$ cat config.mk
export PLATFORM = sky130hd
export DESIGN_NAME = writeback_arbiter
export DESIGN_NICKNAME = d
export VERILOG_FILES = /design/src/rtl/writeback_arbiter.sv
export SDC_FILE = /design/constraint.sdc
export NUM_CORES = 1
export LEC_CHECK = 0
export ABC_CLOCK_PERIOD_IN_PS = 7880
export CORE_ASPECT_RATIO = 1.1
export CORE_MARGIN = 2
export CORE_UTILIZATION = 40
export DETAILED_ROUTE_END_ITERATION = 12
export PLACE_DENSITY = 0.67
export SKIP_LAST_GASP = 1
export SYNTH_ARGS = -nofsm -noshare
export SYNTH_HDL_FRONTEND = slang
export SYNTH_SLANG_ARGS = --single-unit
$ cat constraint.sdc
create_clock -name i_clk -period 7.88 [get_ports i_clk]
set_input_delay 1.182 -clock i_clk [delete_from_list [all_inputs] [get_ports i_clk]]
set_output_delay 1.182 -clock i_clk [all_outputs]
set_load 0.01 [all_outputs]
$ cat src/rtl/writeback_arbiter.sv
// Writeback arbiter: merges the ALU and load-unit result channels onto a single
// register-file write port and tracks outstanding destination writes per register.
// Optional feature: define WB_BYPASS_EN to add two forwarding read ports that
// return the write currently on the register-file port.

`ifndef XLEN
`define XLEN 32
`endif

module writeback_arbiter (
  input  logic              i_clk,
  input  logic              i_rst,
  // ALU result channel
  input  logic              i_alu_valid,
  input  logic [4:0]        i_alu_rd,
  input  logic [`XLEN-1:0]  i_alu_data,
  output logic              o_alu_ready,
  // Load-unit result channel
  input  logic              i_lsu_valid,
  input  logic [4:0]        i_lsu_rd,
  input  logic [`XLEN-1:0]  i_lsu_data,
  output logic              o_lsu_ready,
  // Register-file write port
  output logic              o_Wen,
  output logic [4:0]        o_Wnum,
  output logic [`XLEN-1:0]  o_Wd,
  // Issue-stage destination reservation
  input  logic              i_issue,
  input  logic [4:0]        i_issue_rd,
  output logic              o_issue_ready,
  output logic [31:0]       o_busy
`ifdef WB_BYPASS_EN
  ,
  input  logic [4:0]        i_Rnum1,
  input  logic [4:0]        i_Rnum2,
  output logic              o_fwd1_valid,
  output logic [`XLEN-1:0]  o_fwd1_data,
  output logic              o_fwd2_valid,
  output logic [`XLEN-1:0]  o_fwd2_data
`endif
);

  // 1: ALU was granted last, so LSU wins the next conflict.
  logic             alu_last_q;
  logic             wen_q;
  logic [4:0]       wnum_q;
  logic [`XLEN-1:0] wd_q;
  logic [1:0]       cnt_q [32];
  logic [1:0]       cnt_d [32];

  logic             alu_acc;
  logic             lsu_acc;
  logic             inc_en;

  // Round-robin grant; both readies held low while reset is asserted.
  always_comb begin
    o_alu_ready = ~i_rst & i_alu_valid & ~(i_lsu_valid & alu_last_q);
    o_lsu_ready = ~i_rst & i_lsu_valid & ~(i_alu_valid & ~alu_last_q);
    alu_acc     = i_alu_valid & o_alu_ready;
    lsu_acc     = i_lsu_valid & o_lsu_ready;
  end

  // Grant pointer and registered write port.
  always_ff @(posedge i_clk or posedge i_rst) begin
    if (i_rst) begin
      alu_last_q <= 1'b1;
      wen_q      <= 1'b0;
      wnum_q     <= '0;
      wd_q       <= '0;
    end else begin
      if (alu_acc) begin
        alu_last_q <= 1'b1;
        wen_q      <= (i_alu_rd != 5'd0);
        wnum_q     <= i_alu_rd;
        wd_q       <= i_alu_data;
      end else if (lsu_acc) begin
        alu_last_q <= 1'b0;
        wen_q      <= (i_lsu_rd != 5'd0);
        wnum_q     <= i_lsu_rd;
        wd_q       <= i_lsu_data;
      end else begin
        wen_q      <= 1'b0;
      end
    end
  end

  assign o_Wen  = wen_q;
  assign o_Wnum = wnum_q;
  assign o_Wd   = wd_q;

  // Issue is refused while its destination counter is saturated.
  always_comb begin
    o_issue_ready = (cnt_q[i_issue_rd] != 2'd3);
    inc_en        = i_issue & o_issue_ready & (i_issue_rd != 5'd0);
  end

  // Pending-counter update; a simultaneous issue and write to one register cancel.
  always_comb begin
    for (int i = 0; i < 32; i++) begin
      cnt_d[i] = cnt_q[i];
      if (i != 0) begin
        if (inc_en && (i_issue_rd == 5'(i)) && !(wen_q && (wnum_q == 5'(i)))) begin
          if (cnt_q[i] != 2'd3) cnt_d[i] = cnt_q[i] + 2'd1;
        end else if (wen_q && (wnum_q == 5'(i)) && !(inc_en && (i_issue_rd == 5'(i)))) begin
          if (cnt_q[i] != 2'd0) cnt_d[i] = cnt_q[i] - 2'd1;
        end
      end else begin
        cnt_d[i] = 2'd0;
      end
    end
  end

  // Pending-counter state.
  always_ff @(posedge i_clk or posedge i_rst) begin
    if (i_rst) begin
      for (int i = 0; i < 32; i++) cnt_q[i] <= 2'd0;
    end else begin
      for (int i = 0; i < 32; i++) cnt_q[i] <= cnt_d[i];
    end
  end

  // Busy vector straight from the counters; x0 is never busy.
  always_comb begin
    o_busy = '0;
    for (int i = 1; i < 32; i++) o_busy[i] = (cnt_q[i] != 2'd0);
  end

`ifdef WB_BYPASS_EN
  // Forward the write on the port this cycle so a same-cycle read is not stale.
  always_comb begin
    o_fwd1_valid = 1'b0;
    o_fwd1_data  = '0;
    o_fwd2_valid = 1'b0;
    o_fwd2_data  = '0;
    if (wen_q && (wnum_q != 5'd0) && (i_Rnum1 == wnum_q)) begin
      o_fwd1_valid = 1'b1;
      o_fwd1_data  = wd_q;
    end
    if (wen_q && (wnum_q != 5'd0) && (i_Rnum2 == wnum_q)) begin
      o_fwd2_valid = 1'b1;
      o_fwd2_data  = wd_q;
    end
  end
`endif

endmodule
---- After elaboration in Yosys (flattened, before gate mapping) ----
Index checks and enable logic that the tools add are counted.
cells by class
  add/subtract/negate cells ............... 62
  magnitude comparators ................... 1
  equal/unequal tests ..................... 125
  mux-type cells .......................... 135
  bitwise logic cells ..................... 15
  reduce and logical (&&, ||, !) cells .... 314
operators with widths
  kind                                                      number
  two-way mux 2 bit                                         126
  nonzero test 2 bit                                        94
  equality test 5 bit, second input constant                32
  logical AND 1 bit                                         124
  AND reduction 3 bit                                       31
  equality test 5 x 4 -> 1 bit, second input constant       16
  two-way mux 32 bit                                        2
  inequality test 2 bit, second input constant              32
  adder 2 x 1 -> 2 bit, second input constant               31
  logical NOT 1 bit                                         62
  inequality test 2 x 1 -> 1 bit, second input constant     31
  subtractor 2 x 1 -> 2 bit, second input constant          31
  equality test 5 x 3 -> 1 bit, second input constant       8
  equality test 5 x 2 -> 1 bit, second input constant       4
  nonzero test 5 bit                                        3
  bitwise AND 1 bit                                         10
  binary-select mux 2 bit (select 5 bit)                    1
  equality test 5 x 1 -> 1 bit, second input constant       2
  two-way mux 5 bit                                         2
  greater-or-equal comparator 6 bit, second input constant  1
  inverter 5 -> 6 bit                                       1
  two-way mux 1 bit                                         4
  inverter 1 bit                                            4
storage, ports and cells
  flip-flop bits (word level) ............. 101
  bits of input ports ..................... 84
  output and inout port bits .............. 73
  word-level logic and storage cells ...... 687

---- Depth between registers and ports, before layout ----
Gate-level depths: netlist of the first run.
  depth in word-level cells ............... 12
  depth in mapped cells ................... 10
  depth with buffers taken out ............ 7

---- Least setup slack after synthesis of the first run ----
No wires, ideal clock.
  path kind ............................... input port to output port
  start point ............................. input i_rst
  end point ............................... output o_alu_ready
  arrival ................................. 4,143 ps
  required time ........................... 6,698 ps
  slack ................................... 2,555 ps
  stages .................................. 4
  path buffers ............................ 1
  cell sequence ........................... inv_1 nand2_1 a21oi_1 clkbuf_1
between the ends
  longest elaborated chain between the ends .. 3
RTL lines
  element                          RTL line  source
  from (decl)                      12        input logic i_rst,
  inverter 1 bit                   57        o_alu_ready = ~i_rst & i_alu_valid & ~(i_lsu_valid & alu_last_q);
  bitwise AND 1 bit (2 in series)  57
  to (decl)                        17        output logic o_alu_ready,
No other way between the ends.

---- Worst setup path after layout of the first run ----
  start point ............................. input i_issue_rd[1]
  end point ............................... output o_issue_ready
between the ends
  longest elaborated chain between the ends .. 5
RTL lines
  element                                                RTL line  source
  from (decl)                                            29        input logic [4:0] i_issue_rd,
  inverter 5 -> 6 bit (not written as such)              93        o_issue_ready = (cnt_q[i_issue_rd] != 2'd3);
  binary-select mux 2 bit (select 5 bit)                 93
  two-way mux 2 bit (not written as such) (2 in series)  93
  inequality test 2 bit                                  93
  to (decl)                                              30        output logic o_issue_ready,
No other way between the ends. The select of a mux whose other input is x is not followed.

==> results by group, run 1 <==
Timing
  – Final WS setup: 2320 ps
  – Fin crit period: 5560 ps
  – RSZ-0062 raised after global routing: no
  – Slew @ Worst Pin: 1250 ps
  – Final setup fails: 0
  – Max-Slew Margin vs Limit: 16.6%
  – Fin. Hold Viols: 0
  – Skew final: 6.32 ps
  – Setup_tns: 0 ps
  – F_max: 0.180 GHz
  – Fin crit share: 70.5%
  – Slew Viols, Final: 0
  – Hold_ws: 483 ps

Worst setup path
  – Startpoint type of the worst setup path: primary input
  – Arrival @ worst endpoint: 4370 ps
  – Worst setup EP type: primary output
  – CP Max Fanout: 29
  – Required @ worst endpoint: 6700 ps
  – Critical path class: in2out

Yosys
  – Synth unique cells: 73
  – Avg Cell Area, Syn: 8.72 µm²
  – Synth warnings: 0
  – Syn_nets: 798
  – Synthesized area: 6230 µm²
  – Mapped Cells: 714
  – Register area share after synthesis: 40.6%
  – Number of synthesized flops with an enable pin: 0
  – Synth Register Bits: 101
  – Main flop type after synthesis: dfrtp_1
  – Fraction of registers with async set/reset: 100%

Drt
  – Drt total wl: 18,400 µm
  – Residual DRC: 0
  – Via density: 5.66
  – DR vias: 5,989
  – ANT nets after route: 0
  – DRC violation total after the first TritonRoute iteration: 497
  – Per-cell routed wire length: 17.3 µm
  – Initial DRT Pass Iterations: 5

Global routing
  – Initial antenna violation count: 0
  – Number of global-route vias before repair: 5,996
  – Global-route wire length before repair: 29,600 µm
  – Global Route Usage Sum: 23.0%
  – Largest net degree at the start of global routing: 70
  – Grt total ovfl: 0

Clock tree
  – Post-CTS Resized: 0
  – Later-pin clock latency in the skew report: 350 ps
  – CTS clk-pin slew, worst paths: 70 ps
  – # clock sinks: 101
  – Cts hold-fix bufs: 0
  – Num CTS Buffers: 9
  – Longest Clk Path Bufs: 2
  – CTS tree: yes
  – Root buf cell: clkbuf_16
  – Htree depth: 3
  – Setup repair bufs after CTS: 0

Die
  – Die Span Y: 135 µm
  – Full die area: 16,600 µm²
  – Initial core utilization: 41.2%
  – Ports: 157
  – Core ar.: 15,100 µm²
  – Num rows: 47
  – Die width: 123 µm

Layout
  – Final Net Count: 942
  – Post-layout util: 54.8%
  – Filler instances: 1,370
  – Layout cells sized above 1: 10.7%
  – # diodes: 0
  – Area Overhead vs Synth: 32.9%
  – Final instance area: 8280 µm²
  – Layout Cells excl Fill: 1,059

Placed design
  – Dpl cells: 1,043
  – Hpwl dp: 14,300 µm
  – Final GP Congestion: 0.967
  – IO buf count: 155
  – Pre-CTS setup slack: 2340 ps
  – Placed cell area: 7940 µm²

Power and ir drop
  – Pwr per Cell Area: 220 nW/µm²
  – Leakage power figure: 3.34 nW
  – Final Power: 1.82 mW
  – Max IR drop VDD: 0.000108 V

Run status
  – Status: completed

Min path
  – Hold crit path type: reg2reg

Run
  – Max Cap Viol: 0
==> cell type report <==
| cell class | count | area (µm²) | area share [%] |
|---|---|---|---|
| Clock buffer | 10 | 229 | 2.77 |
| Clock inverter | 6 | 109 | 1.32 |
| Inverter | 31 | 119 | 1.44 |
| Multi-Input combinational cell | 557 | 3470 | 41.9 |
| Sequential cell | 101 | 2530 | 30.6 |
| Tap cell | 196 | 245 | 2.96 |
| Timing Repair Buffer | 158 | 1570 | 19.0 |
==> cells in the mapped netlist (2+ instances only) <==
master    number  area share, %
nor3b_1        2           0.24
xnor2_1        2           0.28
nand4_1        4           0.40
dfrtp_1      100             40
mux4_2         7            2.5
o221ai_1       4           0.56
nor2b_1       12            1.2
or4_1          3           0.36
a211oi_1       7           0.84
or2_2         36            3.6
nor3_1        18            1.4
o21ai_1        3           0.24
mux2i_1       40            6.4
or3_1         11            1.1
nand2_2        5           0.50
a222oi_1       5           0.80
nand3_1       18            1.4
nand2b_1      10            1.0
a21o_1         3           0.36
mux2_2         7            1.3
o211ai_1       8           0.96
a31oi_1        8           0.80
and3_1         6           0.60
nor2_1        53            3.2
nand3b_1       2           0.24
a211o_1        3           0.42
a21oi_1       42            3.4
buf_2          4           0.32
a22o_1         2           0.28
clkbuf_1      13           0.78
a31o_2         2           0.28
a221oi_1       3           0.42
nand2_1      105            6.3
a221o_1        4           0.64
and2_1         2           0.20
buf_1          3           0.18
buf_6          4           0.72
o21a_1         7           0.84
nor4_1         3           0.30
o21ai_0       79            6.4
inv_1         31            1.9
and4_1         2           0.28
==> state kept, by name (all words and copies together), names as in the netlist <==
register,flops
cnt_q,62
o_Wd,32
o_Wnum,5
alu_last_q,1
o_Wen,1
==> logic make-up after synthesis <==
logic type      Yosys count  share of synthesized area (%)
compound gates          194                           19.7
xor+xnor                  2                          0.281
buf+inv                  56                           4.00
flops                   101                           40.6
mux                      57                           11.1
other cells               1                         0.0602
simple gates            303                           24.3
==> worst max-delay path, stage by stage <==
cell,delay [ps]
clkdlybuf4s50_1,1300
mux4_1,670
mux2_4,320
nor2_4,100
a211oi_2,80
mux2i_1,160
clkdlybuf4s50_1,550
==> path summary, 6_finish.rpt <==
path	to	depth (start not counted)	slack, ps	from
worst max-delay path	o_issue_ready	7	2320	i_issue_rd[1]
worst min-delay path	o_Wd[30]	2	480	o_Wd[30]
worst max register to register	cnt_q[60]	7	5430	cnt_q[50]
worst min register to register	o_Wd[30]	2	480	o_Wd[30]
max in group asynchronous	cnt_q[57]	3	5440	i_rst
min in group asynchronous	o_Wd[22]	2	1270	i_rst
==> placed cells by master (no fill, tap or decap), types with 4 or more instances in the layout <==
cell	Yosys	layout
clkbuf_16	0	9
nand2_2	5	5
a31oi_1	8	8
nor2b_1	12	12
nor2_1	53	53
clkdlybuf4s50_1	0	155
dfrtp_1	100	100
a222oi_1	5	5
o221ai_1	4	4
mux2_2	7	7
nor3_1	18	18
and3_1	6	6
o211ai_1	8	8
mux4_2	7	7
a21oi_1	42	41
a221o_1	4	4
nand3_1	18	18
mux2i_1	40	40
nand2b_1	10	10
inv_1	31	30
nand4_1	4	4
or2_2	36	36
o21a_1	7	7
o21ai_0	79	79
a211oi_1	7	7
or3_1	11	11
nand2_1	105	105
==> per-layer routing <==
layer | track usage [%] | wire length [µm]
met5 | 0 | 0
met4 | 11.2 | 612
met3 | 5.19 | 1350
met2 | 39.1 | 9200
met1 | 27.2 | 7210
==> power by group <==
| group | internal [mW] | switching, mW | total [mW] |
|---|---|---|---|
| Clock | 0.311 | 0.197 | 0.508 |
| Sequential | 0.613 | 0.121 | 0.734 |
| Combinational | 0.314 | 0.265 | 0.579 |
Note: power is estimated with default switching activity, not from simulation.
==> run 2, diff against run 1 <==
--- a/config.mk
+++ b/config.mk
@@ -5,7 +5,7 @@
 export SDC_FILE = /design/constraint.sdc
 export NUM_CORES = 1
 export LEC_CHECK = 0
-export ABC_CLOCK_PERIOD_IN_PS = 7880
+export ABC_CLOCK_PERIOD_IN_PS = 5800
 export CORE_ASPECT_RATIO = 1.1
 export CORE_MARGIN = 2
 export CORE_UTILIZATION = 40
==> constraint.sdc (replaced) <==
create_clock -name i_clk -period 5.8 [get_ports i_clk]
set_input_delay 0.87 -clock i_clk [delete_from_list [all_inputs] [get_ports i_clk]]
set_output_delay 0.87 -clock i_clk [all_outputs]
set_load 0.01 [all_outputs]
==> run 2 against run 1 <==
Compared with the run above: wire length up 3.4%; sequential share of layout area up 0.060 points; non-clock buffer count up 1; final cell count about the same; setup slack worse by 1300 ps; sequential power up 36%; design area down 0.20%; largest cell class unchanged; via count up 1.3%; count of clock-buffer cells in the layout up 4; sequential cell count unchanged.
==> results by group, run 2 (same netlist as run 1, synthesis figures left out) <==
Run status
  – Status: completed

Timing
  – Final WS setup: 1070 ps (-1260 ps)
  – Fin crit share: 81.6%
  – RSZ-0062 raised after global routing: no
  – Slew Viols, Final: 0 (unchanged)
  – Slew @ Worst Pin: 1000 ps (-247 ps)
  – Final setup fails: 0 (unchanged)
  – Setup_tns: 0 ps (unchanged)
  – Fin crit period: 4730 ps
  – Fin. Hold Viols: 0 (unchanged)
  – Hold_ws: 480 ps (-3.36 ps)
  – Max-Slew Margin vs Limit: 33.2% (+17 points)
  – Skew final: 8.54 ps (+2.21 ps)
  – F_max: 0.211 GHz

Clock tree
  – Longest Clk Path Bufs: 2 (unchanged)
  – Setup repair bufs after CTS: 0 (unchanged)
  – Later-pin clock latency in the skew report: 350 ps (about the same)
  – CTS tree: yes
  – Post-CTS Resized: 0 (unchanged)
  – Root buf cell: clkbuf_16
  – Num CTS Buffers: 9 (unchanged)
  – CTS clk-pin slew, worst paths: 70 ps (about the same)
  – Cts hold-fix bufs: 0 (unchanged)
  – Htree depth: 3 (unchanged)
  – # clock sinks: 101 (unchanged)

Layout
  – Area Overhead vs Synth: 32.7%
  – # diodes: 0 (unchanged)
  – Top reg by flops: cnt_q
  – Layout Cells excl Fill: 1,060 (+0.094%)
  – Layout cells sized above 1: 10.4% (-0.24 points)
  – Commonest non-fill, non-tap cell in the layout: clkdlybuf4s50_1
  – Max reg flops: 62 (unchanged)
  – Most frequent cells in the layout: clkdlybuf4s50_1 (155), nand2_1 (105), dfrtp_1 (100)
  – Final Net Count: 943 (+0.11%)
  – Filler instances: 1,381 (+0.80%)
  – Register area: 2530 µm² (unchanged)
  – Final instance area: 8260 µm² (-0.20%)
  – Area of the multi-input gates: 3470 µm² (unchanged)
  – Post-layout util: 54.6% (-0.11 points)

Drt
  – DRC violation total after the first TritonRoute iteration: 448 (-9.9%)
  – ANT nets after route: 0 (unchanged)
  – Per-cell routed wire length: 17.9 µm (+3.3%)
  – Initial DRT Pass Iterations: 5 (unchanged)
  – DR vias: 6,067 (+1.3%)
  – Drt total wl: 19,000 µm (+3.4%)
  – Via density: 5.72 (+1.2%)
  – Residual DRC: 0 (unchanged)

Min path
  – Hold Path Sink: o_Wd[18]
  – Hold crit path type: reg2reg
  – Min-Delay Startpoint: o_Wd[18]
  – Worst Hold Depth: 2 (unchanged)

Worst setup path
  – Critical path class: in2out
  – Required @ worst endpoint: 4930 ps (-1770 ps)
  – R2R depth: 7 (unchanged)
  – Startpoint type of the worst setup path: primary input
  – Worst setup EP type: primary output
  – R2r startpoint: cnt_q[50]
  – CP Max Fanout: 20 (-31%)
  – Flop2flop setup slack: 3360 ps (-2070 ps)
  – Arrival @ worst endpoint: 3860 ps (-510 ps)
  – RR Endpoint: cnt_q[60]
  – Worst Setup SP: i_issue_rd[0]

Power and ir drop
  – Max IR drop VDD: 0.000145 V (+35%)
  – Pwr per Cell Area: 296 nW/µm² (+34%)
  – Leakage power figure: 3.33 nW (-0.33%)
  – Final Power: 2.44 mW (+34%)

Die
  – Die Span Y: 135 µm (unchanged)
  – Die width: 123 µm (unchanged)
  – Core ar.: 15,100 µm² (unchanged)
  – Num rows: 47 (unchanged)
  – Ports: 157 (unchanged)
  – Initial core utilization: 41.2% (unchanged)
  – Full die area: 16,600 µm² (unchanged)

Global routing
  – Grt total ovfl: 0 (unchanged)
  – Number of global-route vias before repair: 6,097 (+1.7%)
  – Global-route wire length before repair: 30,200 µm (+2.1%)
  – Initial antenna violation count: 0 (unchanged)
  – Largest net degree at the start of global routing: 72 (+2.9%)
  – Global Route Usage Sum: 23.5% (+0.54 points)

Placed design
  – Dpl cells: 1,044 (+0.096%)
  – Hpwl dp: 14,700 µm (+2.7%)
  – Placed cell area: 7950 µm² (about the same)
  – Final GP Congestion: 0.963 (-0.38%)
  – IO buf count: 155 (unchanged)
  – Pre-CTS setup slack: 1130 ps (-1210 ps)

Run
  – Max Cap Viol: 0 (unchanged)
-- run 2: changes by cell type in the layout (fill, tap and decap cells not counted) --
cell,change
clkinv_2,-2
inv_6,-1
bufinv_16,-1
clkbuf_1,+3
buf_4,+1
clkbuf_8,+1
-- run 2: cell type report --
cell class,count,area share (%)
timing repair buffer,159,19.1
clock inverter,2,0.727
clock buffer,14,3.08
inverter,31,1.44
tap,196,2.97
multi-input combinational,557,42.0
sequential,101,30.6
-- run 2: worst max path at each step --
stage,depth (start not counted),end
floorplan,4,o_alu_ready
global placement,7,o_issue_ready
detailed placement,7,o_issue_ready
CTS,7,o_issue_ready
global route,7,o_issue_ready
finish,7,o_issue_ready
-- run 2: where the power goes --
part           internal, mW  total, mW  leakage (nW)  switching (mW)
Clock                 0.391      0.657         0.151           0.266
Combinational         0.426      0.789          1.98           0.363
Sequential            0.832      0.997          1.19           0.165
-- run 2: worst max-delay path, stage by stage --
cell	delay, ps
clkdlybuf4s50_1	1070
inv_1	350
o211ai_2	370
nand3_2	170
a211oi_2	380
mux2i_1	140
clkdlybuf4s50_1	500
-- run 2: metal layers --
layer	track usage, %	wire length (µm)	vias up
li1	-	-	2846
met1	26.4	7110	2895
met2	40.2	9460	272
met3	6.84	1640	54
met4	11.9	789	0
met5	0	0	-
